`src/rtl/boa_defines.sv`:
```
// Shared Boa32 definitions.
//
// boa_arb_owner_t names the two sides of a two-way bus arbiter. The memory
// arbiter uses it today, and a future cache/MMIO arbiter can reuse it.
// boa_req_active() is the one place that defines when a memory requester has
// a transaction pending.
package boa_defines;

    typedef enum logic {
        ARB_D = 1'b0,
        ARB_P = 1'b1
    } boa_arb_owner_t;

    // A requester is active on a read or on any byte-enabled write.
    function automatic logic boa_req_active(input logic re, input logic [3:0] we);
        return re || (we != 4'b0000);
    endfunction

endpackage

```
`src/rtl/boa_mem_bus.sv`:
```
// Boa32 word-addressed memory bus.
//
// Request side (driven by the CPU-side requester):
//   re          read strobe
//   we[3:0]     byte write enables; any set bit makes this a write
//   addr[31:2]  word address; bits [1:0] are implicitly zero
//   wdata[31:0] write data, meaningful only while we != 0
// Response side (driven by the memory side):
//   ready       transaction completes this cycle
//   rdata[31:0] read data, valid with ready
//
// Modports:
//   CPU  the side that issues requests
//   MEM  the side that answers them
interface boa_mem_bus;

    logic        re;
    logic [3:0]  we;
    logic [31:2] addr;
    logic [31:0] wdata;
    logic        ready;
    logic [31:0] rdata;

    modport CPU (
        output re,
        output we,
        output addr,
        output wdata,
        input  ready,
        input  rdata
    );

    modport MEM (
        input  re,
        input  we,
        input  addr,
        input  wdata,
        output ready,
        output rdata
    );

endinterface

```
`src/rtl/boa_mem_arbiter.sv`:
```
// Round-robin arbiter that shares one memory bus between the Boa32 data port
// (dbus) and instruction-fetch port (pbus).
//
// Only one transaction is outstanding at a time. The winner of a free cycle
// drives mem combinationally in the same cycle, so arbitration adds no
// latency. ready/rdata return combinationally from mem to the current owner.
// A target that never answers is cut off after `timeout` cycles. The owner
// then gets a forced ready with rdata = 0 and a one-cycle error pulse.
//
// Parameters:
//   timeout  cycles a granted transaction may wait for mem.ready (0 = never)
// Ports:
//   clk, rst  clock and synchronous active-high reset
//   dbus      data requester (this block answers it)
//   pbus      instruction requester (this block answers it)
//   mem       shared downstream bus (this block drives requests on it)
//   d_err     one-cycle pulse: a dbus transaction timed out
//   p_err     one-cycle pulse: a pbus transaction timed out
module boa_mem_arbiter
    import boa_defines::*;
#(
    parameter int unsigned timeout = 255
) (
    input  logic    clk,
    input  logic    rst,
    boa_mem_bus.MEM dbus,
    boa_mem_bus.MEM pbus,
    boa_mem_bus.CPU mem,
    output logic    d_err,
    output logic    p_err
);

    localparam logic StIdle = 1'b0;
    localparam logic StBusy = 1'b1;

    // The counter must reach `timeout` to saturate. Keep at least one bit so
    // that timeout = 0 still elaborates.
    localparam int unsigned     CntW    = (timeout > 0) ? $clog2(timeout + 1) : 1;
    localparam logic [CntW-1:0] CntMax  = CntW'(timeout);
    localparam logic [CntW-1:0] CntLast = CntW'(timeout - 1);
    localparam logic            ToEn    = (timeout != 0);

    // The port that did not win last time wins a tie.
    function automatic boa_arb_owner_t rr_pick(input logic           d_req,
                                               input logic           p_req,
                                               input boa_arb_owner_t last);
        if (d_req && p_req) begin
            return (last == ARB_D) ? ARB_P : ARB_D;
        end else if (d_req) begin
            return ARB_D;
        end
        return ARB_P;
    endfunction

    logic            state_q, state_d;
    boa_arb_owner_t  owner_q, owner_d;
    boa_arb_owner_t  last_q,  last_d;
    logic [CntW-1:0] cnt_q,   cnt_d;

    logic           d_act;
    logic           p_act;
    logic           any_act;
    logic           busy;
    logic           to_hit;
    logic           done;
    logic           free_cyc;
    logic           drive;
    logic           resp;
    boa_arb_owner_t win;
    boa_arb_owner_t sel;
    logic [3:0]     sel_we;

    // Arbitration, bus steering and response routing
    always_comb begin
        d_act   = boa_req_active(dbus.re, dbus.we);
        p_act   = boa_req_active(pbus.re, pbus.we);
        any_act = d_act || p_act;
        busy    = (state_q == StBusy);

        // A real ready in the last allowed cycle beats the timeout.
        to_hit   = ToEn && busy && (cnt_q == CntLast) && !mem.ready;
        done     = busy && (mem.ready || to_hit);
        free_cyc = !busy || done;

        win = rr_pick(d_act, p_act, last_q);
        // In a free cycle the new winner owns mem. Otherwise the current
        // owner keeps it.
        sel = free_cyc ? win : owner_q;

        // Drive mem while a transaction continues, or when a free cycle has
        // someone to grant. Reset masks everything.
        drive  = !rst && (!free_cyc || any_act);
        sel_we = (sel == ARB_D) ? dbus.we : pbus.we;

        mem.re    = drive && ((sel == ARB_D) ? dbus.re : pbus.re);
        mem.we    = drive ? sel_we : 4'b0000;
        mem.addr  = (sel == ARB_D) ? dbus.addr : pbus.addr;
        mem.wdata = (sel_we != 4'b0000) ? ((sel == ARB_D) ? dbus.wdata : pbus.wdata) : 'x;

        // Completion goes to the owner of the finishing transaction. A stray
        // mem.ready while idle is never forwarded.
        resp       = !rst && done;
        dbus.ready = resp && (owner_q == ARB_D);
        pbus.ready = resp && (owner_q == ARB_P);
        dbus.rdata = to_hit ? 32'h0 : mem.rdata;
        pbus.rdata = to_hit ? 32'h0 : mem.rdata;

        d_err = !rst && to_hit && (owner_q == ARB_D);
        p_err = !rst && to_hit && (owner_q == ARB_P);
    end

    // Next-state logic
    always_comb begin
        state_d = state_q;
        owner_d = owner_q;
        last_d  = last_q;
        cnt_d   = cnt_q;

        if (free_cyc) begin
            cnt_d = '0;
            if (any_act) begin
                state_d = StBusy;
                owner_d = win;
                last_d  = win;
            end else begin
                state_d = StIdle;
            end
        end else if (cnt_q != CntMax) begin
            cnt_d = cnt_q + CntW'(1);
        end
    end

    // Reset leaves last = P so that dbus wins the first tie.
    always_ff @(posedge clk) begin
        if (rst) begin
            state_q <= StIdle;
            owner_q <= ARB_P;
            last_q  <= ARB_P;
            cnt_q   <= '0;
        end else begin
            state_q <= state_d;
            owner_q <= owner_d;
            last_q  <= last_d;
            cnt_q   <= cnt_d;
        end
    end

endmodule

```
`src/flat_wrapper.sv`:
```
// flat-port wrapper written by rule: the top's interface ports become plain ports
module boa_mem_arbiter_flat import boa_defines::*;
#(
    parameter int unsigned timeout = 255
)
  (clk, rst, d_err, p_err, dbus_re, dbus_we, dbus_addr, dbus_wdata, dbus_ready, dbus_rdata, pbus_re, pbus_we, pbus_addr, pbus_wdata, pbus_ready, pbus_rdata, mem_re, mem_we, mem_addr, mem_wdata, mem_ready, mem_rdata);
  boa_mem_bus dbus_i ();
  boa_mem_bus pbus_i ();
  boa_mem_bus mem_i ();
  input  logic clk;
  input  logic rst;
  output logic d_err;
  output logic p_err;
  input wire logic [$bits(dbus_i.re)-1:0] dbus_re;
  input wire logic [$bits(dbus_i.we)-1:0] dbus_we;
  input wire logic [$bits(dbus_i.addr)-1:0] dbus_addr;
  input wire logic [$bits(dbus_i.wdata)-1:0] dbus_wdata;
  output wire logic [$bits(dbus_i.ready)-1:0] dbus_ready;
  output wire logic [$bits(dbus_i.rdata)-1:0] dbus_rdata;
  input wire logic [$bits(pbus_i.re)-1:0] pbus_re;
  input wire logic [$bits(pbus_i.we)-1:0] pbus_we;
  input wire logic [$bits(pbus_i.addr)-1:0] pbus_addr;
  input wire logic [$bits(pbus_i.wdata)-1:0] pbus_wdata;
  output wire logic [$bits(pbus_i.ready)-1:0] pbus_ready;
  output wire logic [$bits(pbus_i.rdata)-1:0] pbus_rdata;
  output wire logic [$bits(mem_i.re)-1:0] mem_re;
  output wire logic [$bits(mem_i.we)-1:0] mem_we;
  output wire logic [$bits(mem_i.addr)-1:0] mem_addr;
  output wire logic [$bits(mem_i.wdata)-1:0] mem_wdata;
  input wire logic [$bits(mem_i.ready)-1:0] mem_ready;
  input wire logic [$bits(mem_i.rdata)-1:0] mem_rdata;
  assign dbus_i.re = dbus_re;
  assign dbus_i.we = dbus_we;
  assign dbus_i.addr = dbus_addr;
  assign dbus_i.wdata = dbus_wdata;
  assign dbus_ready = dbus_i.ready;
  assign dbus_rdata = dbus_i.rdata;
  assign pbus_i.re = pbus_re;
  assign pbus_i.we = pbus_we;
  assign pbus_i.addr = pbus_addr;
  assign pbus_i.wdata = pbus_wdata;
  assign pbus_ready = pbus_i.ready;
  assign pbus_rdata = pbus_i.rdata;
  assign mem_re = mem_i.re;
  assign mem_we = mem_i.we;
  assign mem_addr = mem_i.addr;
  assign mem_wdata = mem_i.wdata;
  assign mem_i.ready = mem_ready;
  assign mem_i.rdata = mem_rdata;
  boa_mem_arbiter #(.timeout(timeout)) u_core (.clk(clk), .rst(rst), .dbus(dbus_i), .pbus(pbus_i), .mem(mem_i), .d_err(d_err), .p_err(p_err));
endmodule
```
`config.mk`:
```
export PLATFORM = sky130hd
export DESIGN_NAME = boa_mem_arbiter_flat
export DESIGN_NICKNAME = d
export VERILOG_FILES = /design/src/rtl/boa_defines.sv /design/src/rtl/boa_mem_bus.sv /design/src/rtl/boa_mem_arbiter.sv /design/src/flat_wrapper.sv
export SDC_FILE = /design/constraint.sdc
export NUM_CORES = 1
export LEC_CHECK = 0
export ABC_AREA = 0
export CORE_AREA = 2 2 117 119
export DETAILED_ROUTE_END_ITERATION = 10
export DIE_AREA = 0 0 119 121
export GPL_ROUTABILITY_DRIVEN = 1
export PLACE_DENSITY_LB_ADDON = 0.25
export SKIP_CTS_REPAIR_TIMING = 1
export SKIP_LAST_GASP = 1
export SYNTH_ARGS = -nofsm -noshare
export SYNTH_HDL_FRONTEND = slang
export SYNTH_SLANG_ARGS = --single-unit
export TNS_END_PERCENT = 5
```
`constraint.sdc`:
```
create_clock -name clk -period 2.4 [get_ports clk]
set_clock_uncertainty 0.15 [all_clocks]
set_input_delay 0.24 -clock clk [delete_from_list [all_inputs] [get_ports clk]]
set_output_delay 0.24 -clock clk [all_outputs]
set_load 0.005 [all_outputs]
```
# [Word-level counts from Yosys, hierarchy flattened]
# Cells that the tools add are included.
[word_totals] regBits=10 inputBits=169 out_inout_bits=135 word_cells=49
[op_classes] addsub=1 eq_ne=2 mux=15 n_bitwise=1 n_reduce_logical=27
[ops] operator="$mux 32" count=3
[ops] operator="$mux 30" count=1
[ops] operator="$logic_and 1x1->1" count=12
[ops] operator="$reduce_bool 4->1" count=3
[ops] operator="$mux 1" count=9
[ops] operator="$add 8x1->8 const B" count=1
[ops] operator="$eq 8x8->1 const B" count=1
[ops] operator="$mux 4" count=2
[ops] operator="$ne 8x8->1 const B" count=1
[ops] operator="$logic_or 1x1->1" count=6
[ops] operator="$logic_not 1->1" count=4
[ops] operator="$reduce_and 2->1" count=1
[ops] operator="$reduce_or 2->1" count=1
[ops] operator="$not 1->1" count=1

# [Depth between registers and ports, before layout]
[logic_depth] word_depth=10 depth_mapped=9 depth_no_buf=7

# [Worst setup path after synthesis]
# Ideal clock, no wire load.
[synth_path] kind="reg2out" startpoint="register u_core.cnt_q[0]" endpoint="output pbus_rdata[10]" arrival_ns=1.834 required_time_ns=2.010 slack_ns=0.176 stages_incl_launch_ff=8 path_buffers=2 path_cell_list="dfxtp_1 inv_1 ha_1 nand3_1 nor4_1 clkbuf_1 and2b_1 buf_4"
[synth_via] elab_chain_cells=4
[synth_rtl] item="from (decl)" line_no="boa_mem_arbiter.sv:58" source="logic [CntW-1:0] cnt_q, cnt_d;"
[synth_rtl] item="from (signal assigned)" line_no="boa_mem_arbiter.sv:144" source="cnt_q <= cnt_d;"
[synth_rtl] item="$eq 8x8->1" line_no="boa_mem_arbiter.sv:81" source="to_hit = ToEn && busy && (cnt_q == CntLast) && !mem.ready;"
[synth_rtl] item="$logic_and 1x1->1 (2 in a row)" line_no="boa_mem_arbiter.sv:81"
[synth_rtl] item="$mux 32"
[synth_rtl] item="to (decl)" line_no="flat_wrapper.sv:25" source="output wire logic [$bits(pbus_i.rdata)-1:0] pbus_rdata;"
# Every way passes these cells.

# [Final worst setup path]
[layout_path] startpoint="register u_core.cnt_q[0]" endpoint="output mem_wdata[6]"
[layout_via] elab_chain_cells=9
[layout_rtl] item="$eq 8x8->1" line_no="boa_mem_arbiter.sv:81"
[layout_rtl] item="$logic_and 1x1->1 (2 in a row)" line_no="boa_mem_arbiter.sv:81"
[layout_rtl] item="$logic_or 1x1->1" line_no="boa_mem_arbiter.sv:82" source="done = busy && (mem.ready || to_hit);"
[layout_rtl] item="$logic_and 1x1->1" line_no="boa_mem_arbiter.sv:82"
[layout_rtl] item="$logic_or 1x1->1" line_no="boa_mem_arbiter.sv:83" source="free_cyc = !busy || done;"
[layout_rtl] item="$mux 1" line_no="boa_mem_arbiter.sv:88" source="sel = free_cyc ? win : owner_q;"
[layout_rtl] item="$mux 32 (2 in a row)" line_no="boa_mem_arbiter.sv:98" source="mem.wdata = (sel_we != 4'b0000) ? ((sel == ARB_D) ? dbus.wdata : pbus.wdata) : 'x;"
[layout_rtl] item="to (decl)" line_no="flat_wrapper.sv:29" source="output wire logic [$bits(mem_i.wdata)-1:0] mem_wdata;"
# Every way passes these cells. The select of a mux whose other input is x is not followed.

==> metrics.txt <==
# fillers around 1,200; critical-path cell list inv_2 -> ha_4 -> nand3_4 -> o211ai_1 -> buf_4 -> o21a_4 -> clkbuf_16 -> buf_4 -> buf_4 -> mux2_4 -> clkbuf_2; Yosys reg bits 10; most used cell, CP buf_4; H-Tree Depth 1; Worst Tran Pin Value between 0.3 and 0.4 ns; crit start category flip-flop; share of the synthesized area in the top cell type ~40%; syn_area_per_cell 9.916 µm²; Initial Util between 10% and 20%; CP Data Required Time roughly 2.0 ns; number of clock sinks 10; Reg-to-Reg End u_core.cnt_q[1]; clk_lat worst skew 0.23 ns; worst r2r src u_core.cnt_q[0]; Power per Cell Area around 280 mW/mm²; Syn-to-layout area delta 178.2%; gr ovfl total 0; DR iter-0 viols 70; TritonCTS clock tree done; area leader, netlist mux2_4; final slew viol count 0; final instance area between 0.006 and 0.007 mm²; DR DRC count 0; nets about 750; relative max-transition margin between 70% and 80%; total leakage power 3.180 nW; reg2reg path depth 6; Finished Core Util a little under half; total nets after synthesis approximately 400; Routed wire per std cell 16.76 µm; Min-Delay Path Class flip-flop to flip-flop; total of warnings raised by yosys 0; Final setup viols 122; Post-Route WL ~13,000 µm; vias in the first global route between 3,000 and 4,000; Top Ports between 300 and 400; Post-synth ARST share 0%; sequential fraction of the synthesis area just under 9%; fin crit share 111.8%; GP Congestion around 0.83; Critical Path End mem_wdata[6]; pre-CTS setup slack -0.6123 ns; CTS max path bufs 2; setup ws final -0.2833 ns; total global routing track utilization between 10% and 20%; RSZ-0062 raised after global routing true; maximum clock frequency approximately 370 MHz; slowest stage cell, crit path dfxtp_2; Final Critical Period 2.683 ns; top_reg_cell synth dfxtp_1; Placement Cell Area 0.005466 mm²; share of cells above drive strength 1 around 33%; Post-synth EDFFs 0; Setup crit start u_core.cnt_q[0]; via count between 3,000 and 4,000; crit-path max cell delay 0.31 ns; CTS Buf Count 3; Worst-path clk slew 0.04 ns; Worst setup EP type output port; setup total negative slack -15.94 ns; core area 0.01309 mm²; worst vdd ir between 150 and 200 µV; First-pass DRT Iterations 4; initial antenna violation count 0; R2R Setup Slk 0.70 ns; CP max FO 6; Die W 119 µm; Final Hold Viols 0; ant diodes 0; DIE AREA about 0.014 mm²; post-synthesis cell area between 0.002 and 0.0025 mm²; status finished with violations; pin count of the biggest net entering global routing 23; failing checks setup timing; num rows 42; Synth Instances around 230; first-pass GRT wire length about 16,000 µm; root buf cell clkbuf_16; I/O Buffers just over 300; top cells by area, synth mux2_4 40%, buf_4 11%, dfxtp_1 8.9%; crit path DAT approximately 2.3 ns; Vias/cell around 4.2; WHS between 0.4 and 0.5 ns; ANT nets after route 0; DPL Wire Length roughly 10000 µm; WS Path Type flip-flop to output port; MaxCap Viol Count 0; Synth cell types 40; Die Ht roughly 120 µm
-- sequential cells by signal (all words and copies together) (netlist names) --
register and flops:
u_core.owner_q 1, u_core.busy 1, u_core.cnt_q 8
-- through the flow --
stage | total power [W] | std cells
finish | 0.001763 | 755
global route | 0.001844 | 755
CTS | 0.001589 | 703
detailed placement | 0.001295 | 700
global placement | 0.001290 | 700
floorplan | 0.0006476 | 227
-- cells in the final DEF, fill, tap and decap left out, drive strengths merged, types with 6 or more instances in the layout --
cell,netlist,routed
buf,40,90
dfxtp,10,10
and2b,15,15
a31oi,8,8
mux2,62,62
nor2b,18,18
clkbuf,5,16
clkdlybuf4s50,0,229
dlymetal6s2s,0,61
nor2,6,6
nand3,12,12
-- worst max-delay path: cells and delay by family, from the launching register on --
family,cells,cell delay [ns]
AOI/OAI and AO/OA,2,0.48
buffers and inverters,6,0.73
DFF,1,0.31
and+or+nand+nor,1,0.11
adders and majority gates,1,0.13
muxes,1,0.29
-- cell usage after synthesis (2+ instances only) --
| master | instances |
|---|---|
| buf_4 | 32 |
| o21a_1 | 3 |
| xor2_1 | 2 |
| nor2b_1 | 18 |
| nand3_1 | 12 |
| nor3_1 | 2 |
| and2b_1 | 15 |
| a22oi_1 | 5 |
| clkbuf_1 | 5 |
| nand2_1 | 3 |
| mux2_4 | 60 |
| dfxtp_1 | 10 |
| nor2_1 | 5 |
| inv_1 | 4 |
| nor4_1 | 3 |
| nor3b_1 | 3 |
| xnor2_1 | 3 |
| a21oi_1 | 5 |
| a31oi_1 | 8 |
| buf_12 | 6 |
| ha_1 | 2 |
| nand2b_1 | 2 |
| mux2_2 | 2 |
-- worst min-delay path by stage --
stage,startpoint,to,slack [ns],depth (start not counted)
after detailed placement,u_core.cnt_q[1],u_core.cnt_q[1],0.39,2
after CTS,u_core.cnt_q[1],u_core.cnt_q[1],0.40,2
after global routing,u_core.cnt_q[1],u_core.cnt_q[1],0.45,2
after floorplan,rst,u_core.owner_q,0.19,2
after global placement,u_core.cnt_q[1],u_core.cnt_q[1],0.38,2
final,u_core.cnt_q[1],u_core.cnt_q[1],0.43,2
-- layer usage --
layer  wire length (µm)  share of wire (%)  track usage [%]  vias up
met1               4399                 35            14.64     1480
met2               6912                 55            28.88      205
met4                174                1.4            2.455        0
met5                  0                  0                0        -
li1                   -                  -                -     1488
met3               1165                9.2            4.229       10
-- report_power, final --
group | internal (W) | switching [W] | total (W)
sequential | 0.000171 | 0.00000347 | 0.000174
clock | 0.000215 | 0.0000707 | 0.000286
combinational | 0.000933 | 0.000370 | 0.00130
-- cells by family (layout without fill, tap and decap cells) --
logic type      after synthesis  after routing  synth area share (%)
buf+inv                      49            400                 18.18
fa+ha+maj                     2              2                 1.112
simple gates                 71             71                 19.90
compound gates               28             29                 8.950
flops                        10             10                 8.894
xor+xnor                      5              5                 1.946
mux                          62             62                 41.02
-- final cells by class --
type	instances	area [µm²]	area share, %
Clock buffer	3	75.07	1.199
Inverter	4	15.01	0.2398
Multi-Input combinational cell	169	1752	27.97
Sequential cell	10	202.7	3.237
Tap cell	176	220.2	3.516
Timing Repair Buffer	393	3998	63.84
Note: power is estimated with default switching activity, not from simulation.
